--- config.mk ---
export PLATFORM = sky130hd
export DESIGN_NAME = sw_operand_capture
export DESIGN_NICKNAME = d
export VERILOG_FILES = /design/src/rtl/sw_operand_capture_pkg.sv /design/src/rtl/sw_operand_capture_db_filter.sv /design/src/rtl/sw_operand_capture.sv
export SDC_FILE = /design/constraint.sdc
export NUM_CORES = 1
export LEC_CHECK = 0
export CAP_MARGIN = 10
export CORE_UTILIZATION = 50
export CTS_BUF_LIST = sky130_fd_sc_hd__clkbuf_8
export CTS_CLUSTER_SIZE = 40
export DETAILED_ROUTE_END_ITERATION = 12
export PLACE_DENSITY_LB_ADDON = 0.12
export SLEW_MARGIN = 20
export SYNTH_ARGS = -nofsm -noshare
export SYNTH_HDL_FRONTEND = slang
export SYNTH_SLANG_ARGS = --single-unit
--- constraint.sdc ---
create_clock -name clk -period 2.5 [get_ports clk]
set_input_delay 0.5 -clock clk [delete_from_list [all_inputs] [get_ports clk]]
set_output_delay 0.5 -clock clk [all_outputs]
set_load 0.02 [all_outputs]
--- src/rtl/sw_operand_capture_pkg.sv ---
// Shared constants for the switch operand capture path: load-FSM encoding
// and the debounce counter width.
package sw_operand_capture_pkg;

  localparam int DB_CNT_W = 20;

  typedef enum logic [1:0] {
    S_IDLE    = 2'd0,
    S_PRESSED = 2'd1,
    S_RELWAIT = 2'd2
  } load_state_t;

endpackage

--- src/rtl/sw_operand_capture_db_filter.sv ---
// Single-bit 2-flop synchronizer plus counting debouncer. The debounced level
// only moves after DB_CYCLES consecutive clocks of disagreement.
module db_filter
  import sw_operand_capture_pkg::*;
#(
  parameter int DB_CYCLES = 500000
) (
  input  logic clk,
  input  logic reset,
  input  logic raw,
  output logic db
);

  localparam logic [DB_CNT_W-1:0] CNT_MAX = DB_CNT_W'(DB_CYCLES - 1);

  logic                meta;
  logic                x_s;
  logic [DB_CNT_W-1:0] cnt;

  always_ff @(posedge clk or negedge reset) begin
    if (!reset) begin
      meta <= 1'b0;
      x_s  <= 1'b0;
      db   <= 1'b0;
      cnt  <= '0;
    end else begin
      meta <= raw;
      x_s  <= meta;
      // Any return to the current level restarts the stability count.
      if (x_s == db) begin
        cnt <= '0;
      end else if (cnt == CNT_MAX) begin
        db  <= x_s;
        cnt <= '0;
      end else begin
        cnt <= cnt + DB_CNT_W'(1);
      end
    end
  end

endmodule

--- src/rtl/sw_operand_capture.sv ---
// Debounces eight switches and a load button, then latches the switch value
// as two 4-bit operands once per debounced press.
module sw_operand_capture
  import sw_operand_capture_pkg::*;
#(
  parameter int DB_CYCLES = 500000
) (
  input  logic       clk,
  input  logic       reset,
  input  logic [7:0] sw,
  input  logic       btn_load,
  output logic [3:0] op_a,
  output logic [3:0] op_b,
  output logic       load_pulse,
  output logic       valid,
  output logic [7:0] sw_db,
  output logic [1:0] fsm_state
);

  logic [8:0]  raw_in;
  logic [8:0]  db_all;
  logic        btn_db;
  load_state_t state;

  assign raw_in = {btn_load, sw};

  for (genvar i = 0; i < 9; i++) begin : g_db
    db_filter #(.DB_CYCLES(DB_CYCLES)) u_db (
      .clk  (clk),
      .reset(reset),
      .raw  (raw_in[i]),
      .db   (db_all[i])
    );
  end

  assign sw_db     = db_all[7:0];
  assign btn_db    = db_all[8];
  assign fsm_state = state;

  // Outputs are registered on entry to PRESSED so they appear with the state.
  always_ff @(posedge clk or negedge reset) begin
    if (!reset) begin
      state      <= S_IDLE;
      op_a       <= 4'h0;
      op_b       <= 4'h0;
      load_pulse <= 1'b0;
      valid      <= 1'b0;
    end else begin
      load_pulse <= 1'b0;
      case (state)
        S_IDLE: begin
          if (btn_db) begin
            state      <= S_PRESSED;
            op_a       <= sw_db[3:0];
            op_b       <= sw_db[7:4];
            load_pulse <= 1'b1;
            valid      <= 1'b1;
          end
        end
        S_PRESSED: state <= S_RELWAIT;
        S_RELWAIT: if (!btn_db) state <= S_IDLE;
        default:   state <= S_IDLE;
      endcase
    end
  end

endmodule

==> reports/qor.yml, run 1 <==
num-fill-cells: 1805
antenna_found_initial: 0
clkSlewWorstSetupHoldPaths_ns: 0.06
cts_buffers: 39
gr-total-overflow: 0
num_antenna_cells: 0
yosysWarnings: 0
vias: 7609
synthCells: 1037
vdd_drop_max_mv: 0.352
rsz0062_at_grt: "no"
final.setup.worst_slack_ns: 0.329
whs_endpoint: "g_db[5].u_db.x_s$_DFF_PN0_"
syn_to_final_growth_pct: 14.1
port_buffers: 30
hold_viol: 0
place_congestion: 0.793
required_ns: 2.94
die_w_um: 146
htreeDepth: 2
finClkSkew_ns: 0.0139
drc_errors: 0
tightest_slew_ns: 0.629
arrival_ns: 2.61
cts.path.max_buffers: 3
crit_path_end_kind: "register"
wl_mm: 19.2
regToRegSetupSlack_ns: 0.33
relSlewSlack: 0.577
r2r_cells: 5
period_share: 0.868
cts_tree: "yes"
powerDensity_mw_per_mm2: 603
post-route-min-period_ns: 2.17
routed_via_density: 5.45
rows: 52
postLayoutCoreUtil: 0.585
syn_avg_cell_area_um2: 10.0
grt_start_max_net_pins: 67
cp-start-kind: "register"
worstHoldPathType: "reg2reg"
critical_path_class: "reg2reg"
dp_hpwl_mm: 12.7
final_antenna_net_count: 0
ios: 31
max_freq_ghz: 0.461
grt_pass1_wl_mm: 34.7
worst_r2r_endpoint: "g_db[4].u_db.cnt[18]$_DFF_PN0_"
synth.cell_area_mm2: 0.0104
leakagePower_nw: 4.73
layout.nets: 1120
cap_viol_max_count: 0
whs_path_depth: 0
ys_types: 49
synth-edff-count: 0
ctsResizeCount: 0
firstDrtPassIters: 5
rr_startpoint: "g_db[4].u_db.cnt[0]$_DFF_PN0_"
tns_ns: 0
ys.flop_type: "dfrtp_1"
insertion_delay_ns: 0.52
critPathMaxFanout: 7
die_area_mm2: 0.0214
yosysSeqAreaShare: 0.526
hp-start: "g_db[5].u_db.meta$_DFF_PN0_"
pre_cts_slack_ns: 0.340
initial_core_util: 0.513
die_h_um: 146
ys_seq_elements: 219
root_buffer: "clkbuf_8"
grt_pass1_vias: 7494
syn_nets: 1057
wl_per_cell_um: 13.8
async_flop_share: 1.00
final_max_slew_viol_count: 0
core-area_mm2: 0.0203
drt_iter0_markers: 209
track_usage: 0.194
finalSetupViolations: 0
status: "complete, no violations"
drive_above_1_share: 0.106
clock_sinks: 219
## state kept, by name, indices dropped and copies added, names as in the netlist
signal and flops:
g_db.u_db.meta 9, fsm_state 2, valid 1, op_b 4
g_db.u_db.db 9, load_pulse 1, g_db.u_db.cnt 180, g_db.u_db.x_s 9
op_a 4
## cells in the mapped netlist (25+ instances only)
cell type | n | area share
a21oi_1 | 38 | 0.018
nand4_1 | 56 | 0.034
inv_1 | 46 | 0.017
xnor2_1 | 101 | 0.085
nand2_1 | 49 | 0.018
xor2_1 | 31 | 0.026
nor4_1 | 35 | 0.021
nand3_1 | 62 | 0.030
or4_1 | 25 | 0.018
nor2_1 | 166 | 0.060
nor3_1 | 43 | 0.021
dfrtp_1 | 219 | 0.53
## cell families (layout without fill, tap and decap cells)
family                     Yosys count  in the layout  share of synthesized area
muxes                               18             18                     0.0193
and+or+nand+nor                    500            500                      0.247
adders and majority gates            9              9                     0.0108
DFF                                219            219                      0.526
AOI/OAI and AO/OA                   86             86                     0.0550
xor gates and xnor gates           132            132                      0.111
buffers and inverters               73            162                     0.0310
## per-layer routing
layer	vias up	GRT usage	part of all wire
li1	3789	-	-
met4	0	0.0750	0.025
met2	109	0.302	0.46
met1	3672	0.269	0.48
met5	-	0	0
met3	39	0.0359	0.037
## critical path, cell delays in order (launching register included)
cell and delay, ns:
dfrtp_1 0.39, ha_1 0.23, nand3_2 0.17, or4_1 0.66, or4_1 0.50, a21oi_1 0.15
## final cells by class
cell class                 count  area, um2  share of cell area
tap                          270        338              0.0284
sequential                   219       5480               0.461
clock inverter                14       56.3             0.00474
inverter                      46        173              0.0145
timing repair buffer          49        488              0.0411
multi-input combinational    745       4620               0.389
clock buffer                  53        729              0.0614
## cell usage in the layout, fill, tap and decap left out, types with 2 or more instances in the layout
| cell type | count |
|---|---|
| dfrtp_1 | 219 |
| nor2_1 | 166 |
| xnor2_1 | 101 |
| nand3_1 | 62 |
| inv_1 | 57 |
| nand4_1 | 56 |
| clkbuf_8 | 53 |
| nand2_1 | 49 |
| nor3_1 | 43 |
| a21oi_1 | 38 |
| nor4_1 | 35 |
| xor2_1 | 31 |
| clkdlybuf4s50_1 | 29 |
| or4_1 | 25 |
| or3_1 | 24 |
| o21ai_0 | 22 |
| mux2_2 | 17 |
| buf_4 | 15 |
| o31ai_1 | 9 |
| ha_1 | 9 |
| nor4b_1 | 7 |
| a31o_2 | 7 |
| or2_2 | 6 |
| and4_1 | 6 |
| and2_1 | 3 |
| clkinv_2 | 3 |
| buf_12 | 3 |
| o21bai_1 | 2 |
| or4b_2 | 2 |
| o41ai_4 | 2 |
| and3_1 | 2 |
| nand4bb_1 | 2 |
## power breakdown
part           internal [mW]  switching (mW)  total (mW)  leakage [nW]
combinational         0.0837           0.155       0.239          1.28
clock                   1.87            1.40        3.27         0.451
sequential              3.60          0.0516        3.65          3.00
## through the flow
stage               cells  power [mW]  instance area, um2  hold slack (ns)
detailed placement   1328        3.96               11100            0.335
global route         1396        7.49               11900            0.358
global placement     1328        3.95               11100            0.332
CTS                  1396        7.29               11900            0.347
finish               1396        7.16               11900            0.346
floorplan            1037        3.82               10400            0.204
## repair_timing
| action | 4_1_cts | 5_1_grt |
|---|---|---|
| endpoints found under the hold margin | 62 | 0 |
| hold buffers | 1 | 0 |
| setup buffers | 0 | 0 |
## worst max-delay path by stage
stage                                   from                              to  slack, ns  depth (start not counted)
5_1_grt        g_db[4].u_db.cnt[0]$_DFF_PN0_  g_db[4].u_db.cnt[18]$_DFF_PN0_       0.19                          5
6_report       g_db[4].u_db.cnt[0]$_DFF_PN0_  g_db[4].u_db.cnt[18]$_DFF_PN0_       0.33                          5
3_5_place_dp   g_db[4].u_db.cnt[0]$_DFF_PN0_  g_db[4].u_db.cnt[18]$_DFF_PN0_       0.34                          5
3_3_place_gp   g_db[4].u_db.cnt[0]$_DFF_PN0_  g_db[4].u_db.cnt[18]$_DFF_PN0_       0.38                          5
4_1_cts        g_db[4].u_db.cnt[0]$_DFF_PN0_  g_db[4].u_db.cnt[18]$_DFF_PN0_       0.32                          5
2_1_floorplan  g_db[4].u_db.cnt[0]$_DFF_PN0_  g_db[4].u_db.cnt[18]$_DFF_PN0_       0.46                          6
Note: power is estimated with default switching activity, not from simulation.
==> run 2, diff against run 1 <==
--- a/config.mk
+++ b/config.mk
@@ -5,13 +5,12 @@
 export SDC_FILE = /design/constraint.sdc
 export NUM_CORES = 1
 export LEC_CHECK = 0
-export CAP_MARGIN = 10
+export CAP_MARGIN = 0
 export CORE_UTILIZATION = 50
 export CTS_BUF_LIST = sky130_fd_sc_hd__clkbuf_8
 export CTS_CLUSTER_SIZE = 40
 export DETAILED_ROUTE_END_ITERATION = 12
 export PLACE_DENSITY_LB_ADDON = 0.12
-export SLEW_MARGIN = 20
 export SYNTH_ARGS = -nofsm -noshare
 export SYNTH_HDL_FRONTEND = slang
 export SYNTH_SLANG_ARGS = --single-unit
==> results of run 2 <==
Same layout as run 1: the final DEF is identical, and so are final timing and power.
